File: config.mk
export PLATFORM = sky130hd
export DESIGN_NAME = vector_lane_alu_flat
export DESIGN_NICKNAME = d
export VERILOG_FILES = /design/src/rtl/vector_lane_alu_if.sv /design/src/rtl/vector_lane_alu.sv /design/src/flat_wrapper.sv
export SDC_FILE = /design/constraint.sdc
export NUM_CORES = 2
export LEC_CHECK = 0
export CORE_AREA = 4 4 611 613
export DETAILED_ROUTE_END_ITERATION = 6
export DIE_AREA = 0 0 615 617
export PLACE_DENSITY = 0.34
export SETUP_SLACK_MARGIN = 0.02
export SLEW_MARGIN = 10
export SYNTH_ARGS = -nofsm -noshare
export SYNTH_HDL_FRONTEND = slang
export SYNTH_SLANG_ARGS = --single-unit
export TNS_END_PERCENT = 100
File: constraint.sdc
create_clock -name clk -period 13.1 [get_ports clk]
set_clock_uncertainty 0.15 [all_clocks]
set_input_delay 3.93 -clock clk [delete_from_list [all_inputs] [get_ports clk]]
set_output_delay 3.93 -clock clk [all_outputs]
set_load 0.01 [all_outputs]
File: src/rtl/vector_lane_alu_if.sv
// Operand/result bundle between the controller, the vector register file and vector_lane_alu.
// The slave side is the ALU; the master side is whoever issues operations.
interface vector_lane_alu_if #(
  parameter int BITS = 8,
  parameter int N    = 64
);
  logic                   start;
  logic [2:0]             op_sel;
  logic                   scalar_sel;
  logic                   sat;
  logic [N-1:0][BITS-1:0] A;
  logic [N-1:0][BITS-1:0] B;
  logic [BITS-1:0]        A_len;
  logic [BITS-1:0]        B_len;
  logic [BITS-1:0]        scalar;
  logic                   busy;
  logic                   done;
  logic [N-1:0][BITS-1:0] S;
  logic [BITS-1:0]        S_len;

  modport master (
    output start, op_sel, scalar_sel, sat, A, B, A_len, B_len, scalar,
    input  busy, done, S, S_len
  );

  modport slave (
    input  start, op_sel, scalar_sel, sat, A, B, A_len, B_len, scalar,
    output busy, done, S, S_len
  );
endinterface

File: src/rtl/vector_lane_alu.sv
// Length-aware vector ALU: LANES element ALUs sweep the result vector one beat per cycle,
// with optional signed saturation, signed compare and zero-fill beyond the result length.
module vector_lane_alu #(
  parameter int BITS       = 8,
  parameter int N          = 64,
  parameter int LANES      = 8,
  parameter int MULT_SHIFT = 0
) (
  input  logic             clk,
  input  logic             set,
  vector_lane_alu_if.slave bus
);
  localparam int BEATS = N / LANES;
  localparam int KW    = (BEATS > 1) ? $clog2(BEATS) : 1;
  localparam int EW    = (N > 1) ? $clog2(N) : 1;

  localparam logic [2:0] OP_ADD = 3'b000;
  localparam logic [2:0] OP_SUB = 3'b001;
  localparam logic [2:0] OP_MUL = 3'b010;
  localparam logic [2:0] OP_CMP = 3'b011;
  localparam logic [2:0] OP_AND = 3'b100;
  localparam logic [2:0] OP_OR  = 3'b101;
  localparam logic [2:0] OP_XOR = 3'b110;

  localparam logic signed [BITS-1:0]   SMAX = {1'b0, {(BITS-1){1'b1}}};
  localparam logic signed [BITS-1:0]   SMIN = {1'b1, {(BITS-1){1'b0}}};
  localparam logic signed [2*BITS-1:0] PMAX = {{(BITS+1){1'b0}}, {(BITS-1){1'b1}}};
  localparam logic signed [2*BITS-1:0] PMIN = {{(BITS+1){1'b1}}, {(BITS-1){1'b0}}};

  typedef enum logic [1:0] {IDLE, RUN, DONE} state_t;

  state_t                 state_q, state_d;
  logic [KW-1:0]          k_q, k_d;
  logic [2:0]             op_q, op_d;
  logic                   scalar_sel_q, scalar_sel_d;
  logic                   sat_q, sat_d;
  logic [BITS-1:0]        scalar_q, scalar_d;
  logic [N-1:0][BITS-1:0] s_q, s_d;
  logic [BITS-1:0]        s_len_q, s_len_d;

  logic [BITS-1:0]        max_len;
  logic [BITS-1:0]        acc_len;
  logic                   last_beat;
  logic [BITS-1:0]        lane_res [LANES];
  logic [EW-1:0]          lane_idx [LANES];
  logic [LANES-1:0]       lane_wr;

  // Result length for an accepted operation, clamped to the vector capacity.
  always_comb begin
    max_len = bus.A_len;
    if (!bus.scalar_sel && (bus.B_len > bus.A_len)) begin
      max_len = bus.B_len;
    end
    acc_len = (32'(max_len) > 32'(N)) ? BITS'(N) : max_len;
  end

  assign last_beat = ((32'(k_q) + 32'd1) * 32'(LANES)) >= 32'(s_len_q);

  for (genvar gi = 0; gi < LANES; gi++) begin : g_lane
    logic [31:0]              e_full;
    logic signed [BITS-1:0]   a_el;
    logic signed [BITS-1:0]   b_el;
    logic signed [BITS:0]     sum;
    logic signed [BITS:0]     dif;
    logic signed [2*BITS-1:0] prod;
    logic signed [2*BITS-1:0] prod_sh;
    logic signed [BITS-1:0]   res;

    assign e_full        = 32'(k_q) * 32'(LANES) + 32'(gi);
    assign lane_idx[gi]  = e_full[EW-1:0];
    assign lane_wr[gi]   = e_full < 32'(s_len_q);
    assign a_el          = bus.A[lane_idx[gi]];
    assign b_el          = scalar_sel_q ? scalar_q : bus.B[lane_idx[gi]];

    // One guard bit is enough to see add/sub overflow: the top two bits disagree.
    assign sum     = {a_el[BITS-1], a_el} + {b_el[BITS-1], b_el};
    assign dif     = {a_el[BITS-1], a_el} - {b_el[BITS-1], b_el};
    assign prod    = a_el * b_el;
    assign prod_sh = prod >>> MULT_SHIFT;

    always_comb begin
      res = '0;
      case (op_q)
        OP_ADD: begin
          res = sum[BITS-1:0];
          if (sat_q && (sum[BITS] != sum[BITS-1])) res = sum[BITS] ? SMIN : SMAX;
        end
        OP_SUB: begin
          res = dif[BITS-1:0];
          if (sat_q && (dif[BITS] != dif[BITS-1])) res = dif[BITS] ? SMIN : SMAX;
        end
        OP_MUL: begin
          res = prod_sh[BITS-1:0];
          if (sat_q && (prod_sh > PMAX)) res = SMAX;
          if (sat_q && (prod_sh < PMIN)) res = SMIN;
        end
        OP_CMP: begin
          if (a_el > b_el)       res = BITS'(1);
          else if (a_el == b_el) res = '0;
          else                   res = '1;
        end
        OP_AND:  res = a_el & b_el;
        OP_OR:   res = a_el | b_el;
        OP_XOR:  res = a_el ^ b_el;
        default: res = ~a_el;
      endcase
    end

    assign lane_res[gi] = res;
  end

  always_comb begin
    state_d      = state_q;
    k_d          = k_q;
    op_d         = op_q;
    scalar_sel_d = scalar_sel_q;
    sat_d        = sat_q;
    scalar_d     = scalar_q;
    s_d          = s_q;
    s_len_d      = s_len_q;
    case (state_q)
      IDLE: begin
        if (bus.start) begin
          op_d         = bus.op_sel;
          scalar_sel_d = bus.scalar_sel;
          sat_d        = bus.sat;
          scalar_d     = bus.scalar;
          s_len_d      = acc_len;
          s_d          = '0;
          k_d          = '0;
          state_d      = (acc_len != '0) ? RUN : DONE;
        end
      end
      RUN: begin
        // Elements at or beyond the result length keep the zero written at acceptance.
        for (int j = 0; j < LANES; j++) begin
          if (lane_wr[j]) s_d[lane_idx[j]] = lane_res[j];
        end
        if (last_beat) state_d = DONE;
        else           k_d     = k_q + KW'(1);
      end
      DONE:    state_d = IDLE;
      default: state_d = IDLE;
    endcase
  end

  always_ff @(posedge clk) begin
    if (set) begin
      state_q      <= IDLE;
      k_q          <= '0;
      op_q         <= '0;
      scalar_sel_q <= 1'b0;
      sat_q        <= 1'b0;
      scalar_q     <= '0;
      s_q          <= '0;
      s_len_q      <= '0;
    end else begin
      state_q      <= state_d;
      k_q          <= k_d;
      op_q         <= op_d;
      scalar_sel_q <= scalar_sel_d;
      sat_q        <= sat_d;
      scalar_q     <= scalar_d;
      s_q          <= s_d;
      s_len_q      <= s_len_d;
    end
  end

  assign bus.busy  = (state_q != IDLE);
  assign bus.done  = (state_q == DONE);
  assign bus.S     = s_q;
  assign bus.S_len = s_len_q;
endmodule

File: src/flat_wrapper.sv
// flat-port wrapper written by rule: the top's interface ports become plain ports
module vector_lane_alu_flat 
#(
  parameter int BITS       = 8,
  parameter int N          = 64,
  parameter int LANES      = 8,
  parameter int MULT_SHIFT = 0
)
  (clk, set, bus_start, bus_op_sel, bus_scalar_sel, bus_sat, bus_A, bus_B, bus_A_len, bus_B_len, bus_scalar, bus_busy, bus_done, bus_S, bus_S_len);
  vector_lane_alu_if #(.BITS(BITS), .N(N)) bus_i ();
  input  logic clk;
  input  logic set;
  input wire logic [$bits(bus_i.start)-1:0] bus_start;
  input wire logic [$bits(bus_i.op_sel)-1:0] bus_op_sel;
  input wire logic [$bits(bus_i.scalar_sel)-1:0] bus_scalar_sel;
  input wire logic [$bits(bus_i.sat)-1:0] bus_sat;
  input wire logic [$bits(bus_i.A)-1:0] bus_A;
  input wire logic [$bits(bus_i.B)-1:0] bus_B;
  input wire logic [$bits(bus_i.A_len)-1:0] bus_A_len;
  input wire logic [$bits(bus_i.B_len)-1:0] bus_B_len;
  input wire logic [$bits(bus_i.scalar)-1:0] bus_scalar;
  output wire logic [$bits(bus_i.busy)-1:0] bus_busy;
  output wire logic [$bits(bus_i.done)-1:0] bus_done;
  output wire logic [$bits(bus_i.S)-1:0] bus_S;
  output wire logic [$bits(bus_i.S_len)-1:0] bus_S_len;
  assign bus_i.start = bus_start;
  assign bus_i.op_sel = bus_op_sel;
  assign bus_i.scalar_sel = bus_scalar_sel;
  assign bus_i.sat = bus_sat;
  assign bus_i.A = bus_A;
  assign bus_i.B = bus_B;
  assign bus_i.A_len = bus_A_len;
  assign bus_i.B_len = bus_B_len;
  assign bus_i.scalar = bus_scalar;
  assign bus_busy = bus_i.busy;
  assign bus_done = bus_i.done;
  assign bus_S = bus_i.S;
  assign bus_S_len = bus_i.S_len;
  vector_lane_alu #(.BITS(BITS), .N(N), .LANES(LANES), .MULT_SHIFT(MULT_SHIFT)) u_core (.clk(clk), .set(set), .bus(bus_i));
endmodule
### Word level (Yosys, flattened, before mapping)

Index checks and enable logic that the tools add are counted.

| operators by class | value |
|---|---|
| $add $sub $neg | 25 |
| multipliers | 8 |
| div/mod/pow operators | 0 |
| magnitude comparators | 51 |
| eq/ne operators | 35 |
| shift-type cells | 0 |
| mux-type cells | 162 |
| bitwise logic cells | 32 |
| reductions and logical operators | 51 |

Operators with widths:

| cell | number |
|---|---|
| $mux W512 | 16 |
| $bwmux W512 | 8 |
| $pmux W512 S2 | 1 |
| $mux W8 | 98 |
| $bmux W8 S6 | 14 |
| $pmux W8 S7 | 8 |
| $demux W8 S6 | 7 |
| $lt A32 B8 Y1 | 7 |
| $gt A16 B8 Y1 const B | 8 |
| $lt A16 B8 Y1 const B | 8 |
| $mul A8 B8 Y16 | 8 |
| $add A8 B8 Y9 | 8 |
| $gt A8 B8 Y1 | 9 |
| $sub A8 B8 Y9 | 8 |
| $and A8 B8 Y8 | 8 |
| $eq A8 B8 Y1 | 8 |
| $not A8 Y8 | 8 |
| $or A8 B8 Y8 | 8 |
| $xor A8 B8 Y8 | 8 |
| $lt A6 B7 Y1 const B | 8 |
| $bmux W8 S3 | 2 |
| $ge A6 B1 Y1 const B | 8 |
| $logic_and A1 B1 Y1 | 41 |
| $ge A32 B8 Y1 | 1 |
| other kinds (27) | 56 |

| storage, ports and cells | value |
|---|---|
| register bits | 538 |
| latch bits | 0 |
| bits in writable memories | 0 |
| memory bits (read-only) | 0 |
| input bits | 1056 |
| memories kept | 0 |

### Logic depth before layout (Yosys ltp)

| logic depth | value |
|---|---|
| depth in word-level cells | 33 |
| mapped depth | 36 |

### Worst setup path before layout

OpenSTA, ideal clock, no wires.

| path | value |
|---|---|
| path type | input -> register |
| start | input port bus_A[242] |
| end | register u_core.s_q (netlist bit u_core.bus.S[113]) |
| library setup time | 117 ps |
| data arrival time | 10179 ps |
| required time | 12833 ps |
| path slack | 2655 ps |
| stages on the path | 20 |
| buffers on the path | 0 |
| cells stage by stage | o22ai_1 -> nor4_1 -> inv_1 -> nor2_1 -> fa_1 -> fa_1 -> fa_1 -> inv_1 -> fa_1 -> inv_1 -> ha_1 -> and3_1 -> a2111oi_1 -> xnor2_1 -> or4_1 -> nor4b_1 -> a221oi_4 -> o221ai_1 -> a31oi_4 -> a22o_1 |

| between the ends | value |
|---|---|
| cells in the longest elaborated chain, start to end | 29 |

RTL lines:

| element | line | source |
|---|---|---|
| from (decl) | flat_wrapper.sv:17 | `input wire logic [$bits(bus_i.A)-1:0] bus_A;` |
| $bmux W8 S6 | vector_lane_alu.sv:72 | `assign a_el = bus.A[lane_idx[gi]];` |
| $mux W8 (implied by the code) | vector_lane_alu.sv:72 |  |
| $mul A8 B8 Y16 | vector_lane_alu.sv:78 | `assign prod = a_el * b_el;` |
| $gt A16 B8 Y1 | vector_lane_alu.sv:94 | `if (sat_q && (prod_sh > PMAX)) res = SMAX;` |
| $logic_and A1 B1 Y1 | vector_lane_alu.sv:94 |  |
| $mux W8 | vector_lane_alu.sv:94 |  |
| $mux W8 | vector_lane_alu.sv:95 | `if (sat_q && (prod_sh < PMIN)) res = SMIN;` |
| $pmux W8 S7 | vector_lane_alu.sv:83 | `case (op_q)` |
| (+13 left out) | n/a |  |
| $mux W512 | vector_lane_alu.sv:137 | `if (lane_wr[j]) s_d[lane_idx[j]] = lane_res[j];` |
| $mux W512 | vector_lane_alu.sv:121 | `case (state_q)` |
| $bwmux W512 | vector_lane_alu.sv:137 |  |
| $mux W512 | vector_lane_alu.sv:137 |  |
| $mux W512 | vector_lane_alu.sv:121 |  |
| $bwmux W512 | vector_lane_alu.sv:137 |  |
| $mux W512 (*) | vector_lane_alu.sv:137 |  |
| $pmux W512 S2 (*) | vector_lane_alu.sv:121 |  |
| to (signal assigned) | vector_lane_alu.sv:155 | `s_q <= '0;` |
| to (signal assigned) | vector_lane_alu.sv:164 | `s_q <= s_d;` |
| to (decl) | vector_lane_alu.sv:38 | `logic [N-1:0][BITS-1:0] s_q, s_d;` |

Mark *: on every way between the ends. The rest lies on a longest branch, timed or not. The select of a mux whose other input is x is not followed.
A chain may end at the register's enable or synchronous reset.

### Worst setup path after layout

| path | value |
|---|---|
| start | input port bus_B[288] |
| end | register u_core.s_q (netlist bit u_core.bus.S[32]) |

| between the ends | value |
|---|---|
| cells in the longest elaborated chain, start to end | 30 |

RTL lines:

| element | line | source |
|---|---|---|
| from (decl) | flat_wrapper.sv:18 | `input wire logic [$bits(bus_i.B)-1:0] bus_B;` |
| $bmux W8 S6 | vector_lane_alu.sv:73 | `assign b_el = scalar_sel_q ? scalar_q : bus.B[lane_idx[gi]];` |
| $mux W8 (implied by the code) | vector_lane_alu.sv:73 |  |
| $mux W8 | vector_lane_alu.sv:73 |  |
| $mul A8 B8 Y16 | vector_lane_alu.sv:78 |  |
| $gt A16 B8 Y1 | vector_lane_alu.sv:94 |  |
| $logic_and A1 B1 Y1 | vector_lane_alu.sv:94 |  |
| $mux W8 | vector_lane_alu.sv:94 |  |
| $mux W8 | vector_lane_alu.sv:95 |  |
| (+14 left out) | n/a |  |
| $mux W512 | vector_lane_alu.sv:137 |  |
| $mux W512 | vector_lane_alu.sv:121 |  |
| $bwmux W512 | vector_lane_alu.sv:137 |  |
| $mux W512 | vector_lane_alu.sv:137 |  |
| $mux W512 | vector_lane_alu.sv:121 |  |
| $bwmux W512 | vector_lane_alu.sv:137 |  |
| $mux W512 (*) | vector_lane_alu.sv:137 |  |
| $pmux W512 S2 (*) | vector_lane_alu.sv:121 |  |

Marked as above.

==> reports/results.txt <==
DRC errors left - 0
Flop pwr share - 0.091
initial antenna violation count - 218
CTS Buf Count - 66
syn_nets - 8843
CP arrival - 12.02 ns
htree depth - 3
I/O pins - 1578
Combinational Power Share - 0.799
Setup CP Type - in2reg
final hold violations - 0
GR Overflow Total - 0
Synth Area in Compound Gates - 0.271
cell with the most instances after synthesis - inv_1
synthesized flop and latch total - 538
LEAKAGE - 0.0333 uW
achievable frequency - 85.9 MHz
CP max stage cell - a221oi_1
fin. max-slew vios - 0
top-area cell type share of the netlist area - 0.189
fraction of registers with async set/reset - 0
commonest cells in the netlist - inv_1 (872), nand2_1 (625), nor2_1 (622)
DP Wirelength - 444000 um
Starting Density - 0.155
Detail Route Antenna Nets - 0
routed vias/inst - 4.88
largest family of logic cells by synthesized area - compound AO/OA/AOI/OAI gates
Worst path max stage delay - 0.79 ns
clock sink count - 538
multiplexer share of the synthesized area - 0.0304
first-pass GRT wire length - 674000 um
Final TNS setup - 0 ns
Required @ worst endpoint - 13.48 ns
number of global-route vias before repair - 65400
DR pass1 iterations - 6
Simple-Gate Fraction of Synth Area - 0.145
peak supply drop - 0.000209 V
post-synthesis adder-cell area fraction - 0.259
Final setup viols - 0
Hold-fix buffers, CTS - 0
Area contributors post-synth - dfxtp_1 (19%), fa_1 (16%), ha_1 (9.9%)
Yosys cell types - 103
buffer count from post-CTS setup fixing - 0
power per cell area - 219 nW/um2
Worst-path clk slew - 0.06 ns
area of the multi-input gates - 42000 um2
Die X-Extent - 615 um
Layout area overhead - 47.2%
CTS tree - done
Syn Area/Cell - 8.29 um2
final net count - 10600
leading area contributor after synthesis - dfxtp_1
Tmin final - 11.64 ns
RePlAce Congestion - 0.979
Post-Syn Area - 57000 um2
DR WL/cell - 38.6 um
Ys Warns - 0
Min-Delay Path Class - reg2reg
drt first-iter violations - 6261
Slew headroom - 0.190
GRT Total Usage - 0.264
EDFF count, synth - 0
port bufs - 1577
Post-Syn Instances - 6881
share of layout cells above drive strength 1 - 0.0877
largest net degree at the start of global routing - 68
total number of vias - 66300
Main synth FF type - dfxtp_1
Psw - 9750 uW
XOR/XNOR Fraction of Synth Area - 0.0267
hold slack - 0.309 ns
worst skew pair latency - 0.72 ns
unrepaired setup endpoints after global routing - false
Longest Clk Path Bufs - 3
register area share after synthesis - 0.189
cts repair resizes - 0
row cnt - 223
max_cap viols - 0
Die Ht - 617 um
sw frac - 0.530
Sequential cell area - 10800 um2
CP startpoint kind - input pin
internal power - 8650 uW
CP Capture Type - flop
Tcrit/Tclk final - 0.888
Layout fillers - 40600
crit-path max FO - 9
die area - 379000 um2
Clock Tree Root - clkbuf_16
measured slew at the worst slew-check pin - 1.22 ns
status - complete, no violations
Clock Power Share - 0.110
WL final - 524000 um
Core ar. - 368000 um2
[cell families (layout without fill, tap and decap cells)]
kind of cell / after synthesis / after routing
compound gates: 2099 / 2099
simple gates: 1817 / 1817
buf+inv: 1204 / 2989
fa+ha+maj: 906 / 906
flops: 538 / 538
xor+xnor: 166 / 166
mux: 151 / 151
other cells: 0 / 73
[sequential cells by signal, indices dropped and copies added (netlist names)]
register	flops
u_core.scalar_sel_q	1
u_core.sat_q	1
u_core.state_q	2
u_core.bus.S_len	8
u_core.bus.S	512
u_core.k_q	3
u_core.op_q	3
u_core.scalar_q	8
[power groups by stage]
stage | Clock, uW | Combinational (uW) | Sequential, uW
floorplan | 0 | 9290 | 1700
global placement | 0 | 14600 | 1710
detailed placement | 0 | 14600 | 1710
CTS | 2050 | 14700 | 1680
global route | 2110 | 16300 | 1680
finish | 2020 | 14700 | 1680
[critical path: cells and delay by family]
family          cells  cell delay [ns]
buf+inv             9             1.66
compound gates      9             2.68
xor+xnor            1             0.61
fa+ha+maj           5             2.26
simple gates        5             0.85
[cell type report]
| cell class | count | area share |
|---|---|---|
| multi-input cells | 5139 | 0.500 |
| clock buffers | 87 | 0.0222 |
| clock inverters | 32 | 0.00511 |
| repair buffers | 1992 | 0.230 |
| inverters | 878 | 0.0393 |
| well taps | 4837 | 0.0721 |
| flip-flops and latches | 538 | 0.129 |
| diodes | 73 | 0.00218 |
[layout by cell type, fill, tap and decap left out, types with 189 or more instances in the layout]
| cell type | n |
|---|---|
| a22o_1 | 241 |
| fa_1 | 456 |
| a32o_1 | 192 |
| nor2_1 | 617 |
| inv_1 | 869 |
| o22ai_1 | 189 |
| a21oi_1 | 328 |
| o21ai_0 | 319 |
| buf_4 | 380 |
| dfxtp_1 | 530 |
| clkdlybuf4s50_1 | 1576 |
| nand2_1 | 617 |
| ha_1 | 450 |
[metrics by stage]
stage / worst slack (ns) / power (uW) / utilization / instances / instance area [um2]
floorplan: 2.65 / 11000 / - / 6881 / 57000
global placement: 0.476 / 16400 / 0.221 / 13400 / 81500
detailed placement: 0.664 / 16300 / 0.221 / 13400 / 81500
CTS: 1.43 / 18400 / 0.228 / 13500 / 83800
global route: 1.21 / 20100 / 0.228 / 13500 / 83900
finish: 1.46 / 18400 / 0.228 / 13600 / 84000
[path summary, 6_finish.rpt]
path,startpoint,endpoint,slack (ns),depth (start not counted)
max reg2reg,u_core.k_q[0],u_core.bus.S[32],2.77,26
min reg2reg,u_core.bus.S[225],u_core.bus.S[225],0.31,2
max,bus_B[288],u_core.bus.S[32],1.46,29
min,u_core.bus.S[225],u_core.bus.S[225],0.31,2
[layer usage]
| metal | GRT usage | wire length, um | up-vias |
|---|---|---|---|
| met1 | 0.340 | 221000 | 34000 |
| li1 | - | - | 28100 |
| met4 | 0.0834 | 21000 | 68 |
| met3 | 0.0595 | 38900 | 677 |
| met2 | 0.436 | 243000 | 3434 |
| met5 | 0 | 451 | - |
No activity file was read; power rests on OpenSTA's default activity.
